## src/rtl/alu_issue_pkg.sv

```systemverilog
// ============================================================================
// alu_issue_pkg : shared widths, issue FSM states and FIFO entry type
// Rev 1.0
// ============================================================================
`default_nettype none

package alu_issue_pkg;

  localparam int unsigned C_DATA_W = 8;
  localparam int unsigned C_OP_W   = 3;
  localparam int unsigned C_TAG_W  = 4;
  localparam int unsigned C_DEPTH  = 2;

  typedef enum logic [1:0] {
    IDLE  = 2'd0,
    BUSY  = 2'd1,
    STALL = 2'd2
  } issue_state_e;

  typedef struct packed {
    logic [C_DATA_W-1:0] data;
    logic [C_OP_W-1:0]   op;
    logic [C_TAG_W-1:0]  tag;
  } alu_res_t;

endpackage

`default_nettype wire

```

## src/rtl/alu_res_fifo.sv

```systemverilog
// ============================================================================
// alu_res_fifo : synchronous result FIFO, wrap-bit pointers, no fall-through
// Rev 1.0
// ============================================================================
`default_nettype none

module alu_res_fifo
  import alu_issue_pkg::*;
#(
  parameter int unsigned DEPTH = C_DEPTH
) (
  input  logic     clk,
  input  logic     reset,
  input  logic     i_push,
  input  alu_res_t i_data,
  input  logic     i_pop,
  output logic     o_full,
  output logic     o_empty,
  output alu_res_t o_head
);

  localparam int unsigned AW = (DEPTH > 1) ? $clog2(DEPTH) : 1;

  logic [AW:0] r_wr_ptr;
  logic [AW:0] r_rd_ptr;
  alu_res_t    r_mem [DEPTH];
  alu_res_t    r_hold;
  logic        w_rd_en;
  logic        w_wr_en;

  assign o_empty = (r_wr_ptr == r_rd_ptr);
  assign o_full  = (r_wr_ptr[AW] != r_rd_ptr[AW]) &&
                   (r_wr_ptr[AW-1:0] == r_rd_ptr[AW-1:0]);
  assign w_rd_en = i_pop & ~o_empty;
  assign w_wr_en = i_push & (~o_full | w_rd_en);

  // When empty the head shows the last popped entry rather than stale storage.
  assign o_head = o_empty ? r_hold : r_mem[r_rd_ptr[AW-1:0]];

  always_ff @(posedge clk) begin
    if (reset) begin
      r_wr_ptr <= '0;
      r_rd_ptr <= '0;
      r_hold   <= '0;
      for (int i = 0; i < DEPTH; i++) begin
        r_mem[i] <= '0;
      end
    end else begin
      if (w_wr_en) begin
        r_mem[r_wr_ptr[AW-1:0]] <= i_data;
        r_wr_ptr                <= r_wr_ptr + 1'b1;
      end
      if (w_rd_en) begin
        r_hold   <= r_mem[r_rd_ptr[AW-1:0]];
        r_rd_ptr <= r_rd_ptr + 1'b1;
      end
    end
  end

endmodule

`default_nettype wire

```

## src/rtl/alu_issue_stage.sv

```systemverilog
// ============================================================================
// alu_issue_stage : registered command/result wrapper around a comb. ALU
// Rev 1.0
// ============================================================================
`default_nettype none

module alu_issue_stage
  import alu_issue_pkg::*;
#(
  parameter int unsigned DATA_W = C_DATA_W,
  parameter int unsigned OP_W   = C_OP_W,
  parameter int unsigned DEPTH  = C_DEPTH,
  parameter int unsigned TAG_W  = C_TAG_W
) (
  input  logic              clk,
  input  logic              reset,
  input  logic              cmd_valid_i,
  output logic              cmd_ready_o,
  input  logic [DATA_W-1:0] cmd_a_i,
  input  logic [DATA_W-1:0] cmd_b_i,
  input  logic [OP_W-1:0]   cmd_op_i,
  output logic [DATA_W-1:0] alu_a_o,
  output logic [DATA_W-1:0] alu_b_o,
  output logic [OP_W-1:0]   alu_op_o,
  input  logic [DATA_W-1:0] alu_res_i,
  output logic              res_valid_o,
  input  logic              res_ready_i,
  output logic [DATA_W-1:0] res_o,
  output logic [OP_W-1:0]   res_op_o,
  output logic [TAG_W-1:0]  res_tag_o,
  output logic [15:0]       cmd_cnt_o
);

  issue_state_e      r_state;
  issue_state_e      w_state_nxt;
  logic [DATA_W-1:0] r_a;
  logic [DATA_W-1:0] r_b;
  logic [OP_W-1:0]   r_op;
  logic [TAG_W-1:0]  r_tag;
  logic [TAG_W-1:0]  r_tag_cnt;
  logic [15:0]       r_cmd_cnt;

  logic              w_issue_valid;
  logic              w_full;
  logic              w_empty;
  logic              w_pop;
  logic              w_push;
  logic              w_accept;
  alu_res_t          w_push_data;
  alu_res_t          w_head;

  assign w_issue_valid = (r_state != IDLE);
  assign res_valid_o   = ~w_empty;
  assign w_pop         = res_valid_o & res_ready_i;
  assign w_push        = w_issue_valid & (~w_full | w_pop);
  assign cmd_ready_o   = ~reset & (~w_issue_valid | w_push);
  assign w_accept      = cmd_valid_i & cmd_ready_o;

  assign alu_a_o  = r_a;
  assign alu_b_o  = r_b;
  assign alu_op_o = r_op;
  assign cmd_cnt_o = r_cmd_cnt;

  always_comb begin
    w_push_data      = '0;
    w_push_data.data = alu_res_i;
    w_push_data.op   = r_op;
    w_push_data.tag  = r_tag;
  end

  assign res_o     = w_head.data;
  assign res_op_o  = w_head.op;
  assign res_tag_o = w_head.tag;

  // A push without a replacement command empties the issue register.
  always_comb begin
    w_state_nxt = r_state;
    case (r_state)
      IDLE: begin
        if (w_accept) w_state_nxt = BUSY;
      end
      BUSY, STALL: begin
        if (w_push) w_state_nxt = w_accept ? BUSY : IDLE;
        else        w_state_nxt = STALL;
      end
      default: w_state_nxt = IDLE;
    endcase
  end

  always_ff @(posedge clk) begin
    if (reset) begin
      r_state   <= IDLE;
      r_a       <= '0;
      r_b       <= '0;
      r_op      <= '0;
      r_tag     <= '0;
      r_tag_cnt <= '0;
      r_cmd_cnt <= '0;
    end else begin
      r_state <= w_state_nxt;
      if (w_accept) begin
        r_a       <= cmd_a_i;
        r_b       <= cmd_b_i;
        r_op      <= cmd_op_i;
        r_tag     <= r_tag_cnt;
        r_tag_cnt <= r_tag_cnt + 1'b1;
        r_cmd_cnt <= r_cmd_cnt + 16'd1;
      end
    end
  end

  alu_res_fifo #(
    .DEPTH (DEPTH)
  ) u_fifo (
    .clk     (clk),
    .reset   (reset),
    .i_push  (w_push),
    .i_data  (w_push_data),
    .i_pop   (w_pop),
    .o_full  (w_full),
    .o_empty (w_empty),
    .o_head  (w_head)
  );

endmodule

`default_nettype wire

```

## config.mk

```make
export PLATFORM = sky130hd
export DESIGN_NAME = alu_issue_stage
export DESIGN_NICKNAME = d
export VERILOG_FILES = /design/src/rtl/alu_issue_pkg.sv /design/src/rtl/alu_res_fifo.sv /design/src/rtl/alu_issue_stage.sv
export SDC_FILE = /design/constraint.sdc
export NUM_CORES = 1
export LEC_CHECK = 0
export ABC_CLOCK_PERIOD_IN_PS = 2440
export CAP_MARGIN = 20
export CORE_MARGIN = 3
export CORE_UTILIZATION = 50
export CTS_BUF_LIST = sky130_fd_sc_hd__clkbuf_8 sky130_fd_sc_hd__clkbuf_16
export DETAILED_ROUTE_END_ITERATION = 10
export GPL_ROUTABILITY_DRIVEN = 0
export PLACE_DENSITY = 0.78
export SLEW_MARGIN = 20
export SYNTH_ARGS = -nofsm -noshare
export SYNTH_HDL_FRONTEND = slang
export SYNTH_SLANG_ARGS = --single-unit
```

## constraint.sdc

```tcl
create_clock -name clk -period 2.44 [get_ports clk]
set_clock_uncertainty 0.1 [all_clocks]
set_input_delay 0.488 -clock clk [delete_from_list [all_inputs] [get_ports clk]]
set_output_delay 0.488 -clock clk [all_outputs]
set_load 0.02 [all_outputs]
```

==> flow_summary_export.csv <==
group,metric,value,unit
status,status,"completed",
layout,layout.nets,542,
synthesis,synth.largest_area_cell,"dfxtp_1",
timing,setup_viol,0,
timing,min_period,2.33,ns
min_path,worst_hold_path_type,"primary input to register",
synthesis,syn-cell-area,4080,sq um
critical_path,worstReg2RegStart,"r_state[0]$_SDFFE_PP0P_",
critical_path,worst_setup_path_start_kind,"register",
clocking,cts_tree,"built",
synthesis,yosysSeqAreaShare,0.539,
clocking,cts_repair_resize_count,20,
place,dp.cells,598,
synthesis,synth_flop_cell,"dfxtp_1",
route,wire_per_inst,14.2,um
place,portBuffers,82,
clocking,ctsRootBufferMaster,"clkbuf_8",
synthesis,synthTopCellsByCount,"65 x dfxtp_1, 47 x nor2_1, 33 x nand2_1",
synthesis,synthDistinctLibCells,36,
power_and_ir_drop,irDropWorstVdd,0.642,mV
global_route,antenna_found_initial,0,
floorplanning,die_h,96.4,um
power_and_ir_drop,power.leakage,2.01,nW
timing,rsz0062_at_grt,"no",
timing,max_slew.worst_pin.slew,0.474,ns
clocking,cts_buffers,9,
global_route,grt_pass1_vias,3091,
layout,final.fill_count,607,
layout,final_cells,614,
job,cap_violations,0,
global_route,track_usage,0.201,
global_route,grt_overflow,0,
critical_path,r2r_end,"cmd_cnt_o[11]$_SDFFE_PP0P_",
synthesis,ys_seq_elements,95,
min_path,min_to,"r_state[0]$_SDFFE_PP0P_",
synthesis,synth-async-reset-ratio,0,
synthesis,yosysMostFrequentCell,"dfxtp_1",
floorplanning,io_pins,83,
synthesis,synth_top_area_share,0.319,
floorplanning,initial_utilization,0.523,
timing,max-slew-margin-rel,0.684,
critical_path,worstSetupPathType,"register to output port",
floorplanning,rows,32,
clocking,cts.path.max_buffers,2,
route,ant_nets,0,
route,dr.pass1.iters,4,
route,drc_errors,0,
timing,setup_ws,0.110,ns
synthesis,synthTopCellsByArea,"dfxtp_1 32%, edfxtp_1 22%, mux2i_1 5.1%, nand2b_1 4.6%, nor2_1 4.3%",
clocking,ctsHoldBuffers,0,
power_and_ir_drop,power.density,1040,nW/um^2
critical_path,path_max_fanout,31,
synthesis,avgSynthCellArea,9.79,sq um
timing,drv_slew,0,
global_route,grt_pass1_wl,14.5,mm
layout,antenna_cells,0,
clocking,clock_latency,0.35,ns
timing,max_freq,429,MHz
route,wl,8.72,mm
place,dp_hpwl,5.96,mm
layout,drive_gt1_frac,0.0977,
critical_path,rr_worst_depth,6,
clocking,cts_max_level,3,
min_path,min-delay-start,"reset",
clocking,clk_pin_slew,0.09,ns
clocking,clock_sinks,95,
floorplanning,die_area,9290,sq um
layout,fin_util,0.689,
critical_path,cp.required,1.85,ns
layout,syn_to_final_growth,31.6,%
critical_path,r2r_slack,0.46,ns
synthesis,ys_warn_count,0,
route,num_vias,3254,
floorplanning,die_w,96.4,um
global_route,grt_max_degree,45,
min_path,hold_depth,2,
route,first_iter_violations,163,
floorplanning,core,7810,sq um
timing,finalCritPeriodShare,0.955,
clocking,post_cts_buffers,0,
synthesis,netlist_instances,417,
route,vias_per_cell,5.30,
timing,hold_viol,0,
synthesis,synth_edf_count,30,
critical_path,crit_arrival,1.74,ns
critical_path,critPathCaptureType,"output port",
synthesis,syn-num-nets,452,
place,place_ws,-0.0458,ns
registers in the layout, summed over array words and instances, names as in the netlist, 3 cells and up, named ones only:
register	count
u_fifo.r_mem	30
alu_a_o	8
cmd_cnt_o	16
r_tag	4
u_fifo.r_hold	15
r_tag_cnt	4
alu_b_o	8
alu_op_o	3
layer usage:
metal	wire (um)	vias up	GRT usage
li1	-	1625	-
met1	3850	1555	0.264
met2	4300	65	0.321
met3	464	9	0.0589
met4	114	0	0.0678
met5	0	-	0
where the power goes:
group / total (W) / internal [W] / switching (W)
combinational: 0.00246 / 0.00103 / 0.00144
clock: 0.00113 / 0.000602 / 0.000531
sequential: 0.00200 / 0.00188 / 0.000122
total: 0.00559 / 0.00350 / 0.00209
worst max path at each step:
stage / from / end / slack [ns] / cells after the start
floorplan: register / res_o[0] / 0.25 / 4
global placement: res_ready_i / cmd_ready_o / -0.002 / 4
global route: u_fifo.r_rd_ptr[1]$_SDFFE_PP0P_ / res_tag_o[2] / 0.01 / 5
finish: u_fifo.r_rd_ptr[1]$_SDFFE_PP0P_ / res_op_o[0] / 0.11 / 5
CTS: u_fifo.r_wr_ptr[1]$_SDFFE_PP0N_ / res_valid_o / 0.005 / 4
detailed placement: res_ready_i / cmd_ready_o / -0.05 / 4
cell type report:
class / count / area (sq um) / share of cell area
multi-input cells: 289 / 1760 / 0.327
inverters: 8 / 30.0 / 0.00559
well taps: 102 / 128 / 0.0237
flip-flops and latches: 95 / 2200 / 0.410
repair buffers: 104 / 1030 / 0.192
clock inverters: 6 / 83.8 / 0.0156
clock buffers: 10 / 138 / 0.0256
metrics by stage:
| step | setup TNS [ns] | total power, W | hold slack, ns | instance area [sq um] |
|---|---|---|---|---|
| after floorplan | 0 | 0.00352 | 0.335 | 4080 |
| after global placement | -0.00241 | 0.00466 | 0.349 | 5160 |
| after detailed placement | -0.0458 | 0.00472 | 0.369 | 5160 |
| after CTS | 0 | 0.00563 | 0.330 | 5360 |
| after global routing | 0 | 0.00595 | 0.335 | 5380 |
| final | 0 | 0.00559 | 0.334 | 5380 |
cell usage in the layout, fill, tap and decap left out, drive strengths merged, types with 21 or more instances in the layout:
cell,netlist,final
dfxtp,65,65
clkdlybuf4s50,0,64
nor2,47,47
nand2,33,33
nand2b,30,30
edfxtp,30,30
and2,28,28
o21ai,27,27
a21oi,26,26
buf,4,23
mux2i,21,21
worst max-delay path, stage by stage, from the launching register on:
cell             delay [ns]
dfxtp_1                0.42
xnor2_2                0.15
nand2_1                0.12
buf_12                 0.17
a21oi_1                0.22
clkdlybuf4s15_2        0.30
logic make-up after synthesis:
logic type | after synthesis | synth area share
and+or+nand+nor | 170 | 0.212
DFF | 95 | 0.539
AOI/OAI and AO/OA | 80 | 0.120
buffers and inverters | 33 | 0.0325
muxes | 25 | 0.0625
xor gates and xnor gates | 10 | 0.0214
adders and majority gates | 4 | 0.0123
No activity file was read; power rests on OpenSTA's default activity.
